`config.mk`:
```
export PLATFORM = sky130hd
export DESIGN_NAME = mem_arbiter
export DESIGN_NICKNAME = d
export VERILOG_FILES = /design/src/rtl/mem_arbiter.sv
export SDC_FILE = /design/constraint.sdc
export NUM_CORES = 1
export LEC_CHECK = 0
export ABC_AREA = 1
export ABC_CLOCK_PERIOD_IN_PS = 4000
export CAP_MARGIN = 15
export CORE_MARGIN = 2
export CORE_UTILIZATION = 55
export CTS_CLUSTER_SIZE = 10
export DETAILED_ROUTE_END_ITERATION = 10
export DONT_BUFFER_PORTS = 1
export PLACE_DENSITY = 0.78
export SLEW_MARGIN = 20
export SYNTH_ARGS = -nofsm -noshare
export SYNTH_HDL_FRONTEND = slang
export SYNTH_SLANG_ARGS = --single-unit
```
`constraint.sdc`:
```
create_clock -name Clk -period 4 [get_ports Clk]
set_input_delay 0.4 -clock Clk [delete_from_list [all_inputs] [get_ports Clk]]
set_output_delay 0.4 -clock Clk [all_outputs]
set_load 0.05 [all_outputs]
```
`src/rtl/mem_arbiter.sv`:
```
// +------------------------------------------------------------------+
// | mem_arbiter : shares one memory bus between fetch and data ports |
// | rev 1.0                                                          |
// +------------------------------------------------------------------+
`default_nettype none

module mem_arbiter #(
  parameter int ADDR_W       = 32,
  parameter int DATA_W       = 32,
  parameter int STARVE_LIMIT = 4,
  parameter int TIMEOUT      = 255
) (
  input  logic              Clk,
  input  logic              Rst_n,
  input  logic              if_ce_i,
  input  logic [ADDR_W-1:0] if_addr_i,
  output logic [DATA_W-1:0] if_data_o,
  output logic              if_ready_o,
  input  logic              d_ce_i,
  input  logic              d_we_i,
  input  logic [3:0]        d_sel_i,
  input  logic [ADDR_W-1:0] d_addr_i,
  input  logic [DATA_W-1:0] d_wdata_i,
  output logic [DATA_W-1:0] d_rdata_o,
  output logic              d_ready_o,
  output logic              stall_req_o,
  output logic              err_o,
  output logic              bus_req_o,
  output logic              bus_we_o,
  output logic [3:0]        bus_sel_o,
  output logic [ADDR_W-1:0] bus_addr_o,
  output logic [DATA_W-1:0] bus_wdata_o,
  input  logic [DATA_W-1:0] bus_rdata_i,
  input  logic              bus_ack_i
);

  localparam logic [1:0] S_IDLE  = 2'd0;
  localparam logic [1:0] S_I_ACC = 2'd1;
  localparam logic [1:0] S_D_ACC = 2'd2;

  localparam logic [3:0] STREAK_MAX = 4'(STARVE_LIMIT);
  localparam logic [7:0] TMO_LAST   = 8'(TIMEOUT - 1);

  logic [1:0]        state_q, state_d;
  logic              bus_req_q, bus_req_d;
  logic              bus_we_q, bus_we_d;
  logic [3:0]        bus_sel_q, bus_sel_d;
  logic [ADDR_W-1:0] bus_addr_q, bus_addr_d;
  logic [DATA_W-1:0] bus_wdata_q, bus_wdata_d;
  logic [DATA_W-1:0] if_data_q, if_data_d;
  logic              if_ready_q, if_ready_d;
  logic [DATA_W-1:0] d_rdata_q, d_rdata_d;
  logic              d_ready_q, d_ready_d;
  logic              err_q, err_d;
  logic [3:0]        streak_q, streak_d;
  logic [7:0]        tmo_q, tmo_d;

  logic in_idle, in_acc, serve_i;
  logic if_req, d_req, streak_at_max;
  logic grant_if, grant_d;
  logic finish_ok, finish_tmo, finish;

  // A requester whose ready is high this cycle is still holding its old request.
  assign if_req        = if_ce_i & ~if_ready_q;
  assign d_req         = d_ce_i & ~d_ready_q;
  assign streak_at_max = (streak_q == STREAK_MAX);

  assign in_idle    = (state_q == S_IDLE);
  assign in_acc     = (state_q == S_I_ACC) || (state_q == S_D_ACC);
  assign serve_i    = (state_q == S_I_ACC);
  assign grant_if   = in_idle & if_req & (~d_req | streak_at_max);
  assign grant_d    = in_idle & d_req & ~grant_if;
  assign finish_ok  = in_acc & bus_ack_i;
  assign finish_tmo = in_acc & ~bus_ack_i & (tmo_q == TMO_LAST);
  assign finish     = finish_ok | finish_tmo;

  always_ff @(posedge Clk) begin
    if (!Rst_n) begin
      state_q     <= S_IDLE;
      bus_req_q   <= 1'b0;
      bus_we_q    <= 1'b0;
      bus_sel_q   <= 4'h0;
      bus_addr_q  <= '0;
      bus_wdata_q <= '0;
      if_data_q   <= '0;
      if_ready_q  <= 1'b0;
      d_rdata_q   <= '0;
      d_ready_q   <= 1'b0;
      err_q       <= 1'b0;
      streak_q    <= 4'd0;
      tmo_q       <= 8'd0;
    end else begin
      state_q     <= state_d;
      bus_req_q   <= bus_req_d;
      bus_we_q    <= bus_we_d;
      bus_sel_q   <= bus_sel_d;
      bus_addr_q  <= bus_addr_d;
      bus_wdata_q <= bus_wdata_d;
      if_data_q   <= if_data_d;
      if_ready_q  <= if_ready_d;
      d_rdata_q   <= d_rdata_d;
      d_ready_q   <= d_ready_d;
      err_q       <= err_d;
      streak_q    <= streak_d;
      tmo_q       <= tmo_d;
    end
  end

  always_comb begin
    state_d = state_q;
    case (state_q)
      S_IDLE: begin
        if (grant_if)     state_d = S_I_ACC;
        else if (grant_d) state_d = S_D_ACC;
      end
      S_I_ACC, S_D_ACC: begin
        if (finish) state_d = S_IDLE;
      end
      default: state_d = S_IDLE;
    endcase
  end

  always_comb begin
    bus_req_d   = bus_req_q;
    bus_we_d    = bus_we_q;
    bus_sel_d   = bus_sel_q;
    bus_addr_d  = bus_addr_q;
    bus_wdata_d = bus_wdata_q;
    if_data_d   = if_data_q;
    if_ready_d  = 1'b0;
    d_rdata_d   = d_rdata_q;
    d_ready_d   = 1'b0;
    err_d       = 1'b0;
    streak_d    = streak_q;
    tmo_d       = tmo_q;

    if (grant_if) begin
      bus_req_d   = 1'b1;
      bus_we_d    = 1'b0;
      bus_sel_d   = 4'hF;
      bus_addr_d  = if_addr_i;
      bus_wdata_d = '0;
      tmo_d       = 8'd0;
      streak_d    = 4'd0;
    end else if (grant_d) begin
      bus_req_d   = 1'b1;
      bus_we_d    = d_we_i;
      bus_sel_d   = d_sel_i;
      bus_addr_d  = d_addr_i;
      bus_wdata_d = d_wdata_i;
      tmo_d       = 8'd0;
      // Only data wins that leave a fetch waiting count toward starvation.
      if (if_req) streak_d = streak_at_max ? STREAK_MAX : streak_q + 4'd1;
      else        streak_d = 4'd0;
    end else if (finish) begin
      bus_req_d = 1'b0;
      err_d     = finish_tmo;
      if (serve_i) begin
        if_ready_d = 1'b1;
        if_data_d  = finish_ok ? bus_rdata_i : '0;
      end else begin
        d_ready_d = 1'b1;
        d_rdata_d = finish_ok ? bus_rdata_i : '0;
      end
    end else if (in_acc) begin
      tmo_d = tmo_q + 8'd1;
    end
  end

  assign bus_req_o   = bus_req_q;
  assign bus_we_o    = bus_we_q;
  assign bus_sel_o   = bus_sel_q;
  assign bus_addr_o  = bus_addr_q;
  assign bus_wdata_o = bus_wdata_q;
  assign if_data_o   = if_data_q;
  assign if_ready_o  = if_ready_q;
  assign d_rdata_o   = d_rdata_q;
  assign d_ready_o   = d_ready_q;
  assign err_o       = err_q;
  assign stall_req_o = (if_ce_i & ~if_ready_q) | (d_ce_i & ~d_ready_q);

endmodule

`default_nettype wire

```
==> results.json <==
{
  "status": "finished, final reports clean",
  "cp_max_fo": 47,
  "fin_total_pwr_w": 0.00604,
  "synth.area.top_cells": "dfxtp_1 45%, nand2_1 19%, inv_1 7.7%, nor2_1 5.8%, o211ai_1 3.9%",
  "netlist_area_um2": 6770,
  "synth_largest_area_cell": "dfxtp_1",
  "synth-simple-area-share": 0.331,
  "fin_tns_setup_ps": 0,
  "grt_overflow": 0,
  "ir_worst_vdd_mv": 0.475,
  "pwr-share-seq": 0.511,
  "drcViolationCount": 0,
  "p_int_w": 0.00327,
  "grt_pass1_vias": 5082,
  "ant_nets": 0,
  "yosys.area_share.adder": 0.0129,
  "nets": 1092,
  "yosys.area.top_type_share": 0.447,
  "drtIter0Drc": 420,
  "cp.required_ps": 4300,
  "dr.max_layer_used": "met4",
  "synth_top_family_by_area": "simple AND/OR/NAND/NOR gates",
  "grtUsageTotal": 0.242,
  "r2r_slack_ps": 1250,
  "wl_met2_um": 8230,
  "synth.area.mux_share": 0,
  "htreeDepth": 4,
  "p_leak_nw": 3.48,
  "avgViaCountPerCell": 5.06,
  "hold_buffers": 0,
  "rows": 40,
  "gp_congestion": 0.808,
  "maxCapViolCount": 0,
  "drive_gt1_frac": 0.0615,
  "cp-end-kind": "register",
  "syn-instance-count": 979,
  "synth_area_per_cell_um2": 6.91,
  "cts_inserted_buffers": 17,
  "die_h_um": 115,
  "synth_fp_nets": 1124,
  "grt_pass1_wl_um": 25100,
  "fin_crit_sh": 0.688,
  "initial_core_util": 0.563,
  "hold_path_class": "primary input to register",
  "worstSetupStartpointType": "register",
  "ioPinCount": 276,
  "synth_sequential_area_ratio": 0.447,
  "grt_max_degree": 73,
  "route.met3.wl_um": 1570,
  "finalHoldViolations": 0,
  "n_fill_cell": 1135,
  "root_buffer": "clkbuf_16",
  "synth-compound-area-share": 0.0760,
  "portBuffers": 0,
  "postCtsSetupBuffers": 0,
  "arrival_ps": 3060,
  "post_cts_resized": 0,
  "layout_commonest_cell": "nand2_1",
  "die_area_um2": 13200,
  "layout_common_cells": "336 x nand2_1, 151 x dfxtp_1, 139 x inv_1",
  "r2r_cells": 9,
  "p_sw_frac": 0.459,
  "rsz0062_at_grt": "false",
  "synth_cell_types": 28,
  "cts_tree": "yes",
  "p_switching_w": 0.00277,
  "core_um2": 12000,
  "postRouteWirelength_um": 16300,
  "clock_skew_ps": 5.31,
  "crit_type": "register to register",
  "syn2layout_area_growth_pct": 7.80,
  "setup_viol": 0,
  "dp_hpwl_um": 11300,
  "die_w_um": 115,
  "wl_per_cell_um": 14.8,
  "antenna_found_initial": 0,
  "dr.pass1.iters": 4,
  "vias": 5592,
  "pwr-share-clk": 0.279,
  "timing.rr.end": "if_data_o[21]",
  "clk_latency_ps": 420,
  "min_period_ps": 2750,
  "num_antenna_cells": 0,
  "clkTransAtPathRegs_ps": 60,
  "wl_met1_um": 6330,
  "synth-seq-cells": 151,
  "r2r-start": "state_q[0]",
  "clkSinkCount": 151,
  "holdPathEnd": "bus_sel_o[3]",
  "min_path_cells": 2,
  "cts_buffer_depth": 2,
  "yosysWarnings": 0,
  "drv_slew": 0,
  "synthXorXnorAreaFrac": 0.00777,
  "worst_pin_slew_ps": 967,
  "holdCritStartpoint": "d_sel_i[3]",
  "power_density_nw_per_um2": 828,
  "comb_power_share": 0.210,
  "fmax_mhz": 363,
  "slew_headroom": 0.355
}
-- registers in the layout, summed over array words and instances, names as in the netlist --
signal       cells
d_rdata_o       32
if_data_o       32
bus_req_o        1
streak_q         4
if_ready_o       1
bus_we_o         1
bus_wdata_o     32
bus_sel_o        4
state_q          2
d_ready_o        1
err_o            1
bus_addr_o      32
tmo_q            8
-- critical path: stages, from the launching register on --
cell	delay, ps
dfxtp_1	380
inv_1	60
ha_1	340
nand2_1	70
nor2_1	130
nand3_2	130
nand2_4	300
nand3_2	770
nor2_1	350
nor2_1	80
-- through the flow --
stage | util | instances | instance area (um^2) | setup WS (ps) | hold WS (ps)
6_report | 0.607 | 1106 | 7290 | 1250 | 98.2
5_1_grt | 0.607 | 1106 | 7290 | 950 | 80.0
4_1_cts | 0.607 | 1106 | 7290 | 1210 | 87.5
3_5_place_dp | 0.556 | 1075 | 6670 | 1230 | 473
3_3_place_gp | 0.556 | 1075 | 6670 | 1320 | 470
2_1_floorplan | - | 979 | 6770 | 2300 | 443
-- power groups by stage --
stage               clock network (W)  logic, W  registers, W
floorplan                           0   0.00112       0.00303
global placement                    0   0.00124       0.00312
global route                  0.00178   0.00147       0.00313
CTS                           0.00171   0.00127       0.00309
finish                        0.00168   0.00127       0.00309
detailed placement                  0   0.00127       0.00312
-- layout make-up --
| cell class | instances | area, um^2 | share of cell area |
|---|---|---|---|
| clock buffer | 19 | 443 | 0.0607 |
| multi-input combinational | 630 | 2900 | 0.397 |
| inverter | 142 | 533 | 0.0731 |
| sequential | 151 | 3020 | 0.414 |
| timing repair buffer | 5 | 37.5 | 0.00515 |
| clock inverter | 12 | 178 | 0.0244 |
| tap | 147 | 184 | 0.0252 |
-- cells in the mapped netlist, drive strengths merged --
cell type / n
a21oi: 45
inv: 142
dfxtp: 151
xor2: 2
xnor2: 4
o21ai: 3
nand4: 35
clkbuf: 13
nor3: 2
o211ai: 35
or2: 32
nand3b: 4
ha: 7
nor2: 108
buf: 43
nand2: 339
nand3: 14
-- routing by layer --
layer | vias up | GRT usage
met5 | - | 0
met4 | 0 | 0.0771
met3 | 16 | 0.108
met2 | 208 | 0.413
met1 | 2446 | 0.273
li1 | 2922 | -
-- worst max-delay path by stage --
stage	startpoint	endpoint	cells past startpoint
floorplan	state_q[0]	if_data_o[11]	11
global placement	if_ready_o	d_rdata_o[4]	7
detailed placement	state_q[0]	if_data_o[4]	9
CTS	state_q[0]	if_data_o[23]	9
global route	if_ready_o	d_rdata_o[23]	8
finish	state_q[0]	if_data_o[21]	9
-- kinds of logic after synthesis --
kind of cell	Yosys count
XOR/XNOR	6
AND/OR/NAND/NOR	534
flip-flops	151
AO/OA/AOI/OAI	83
adder cells (fa/ha/maj)	7
buffers and inverters	198
(Power assumes the default switching activity.)
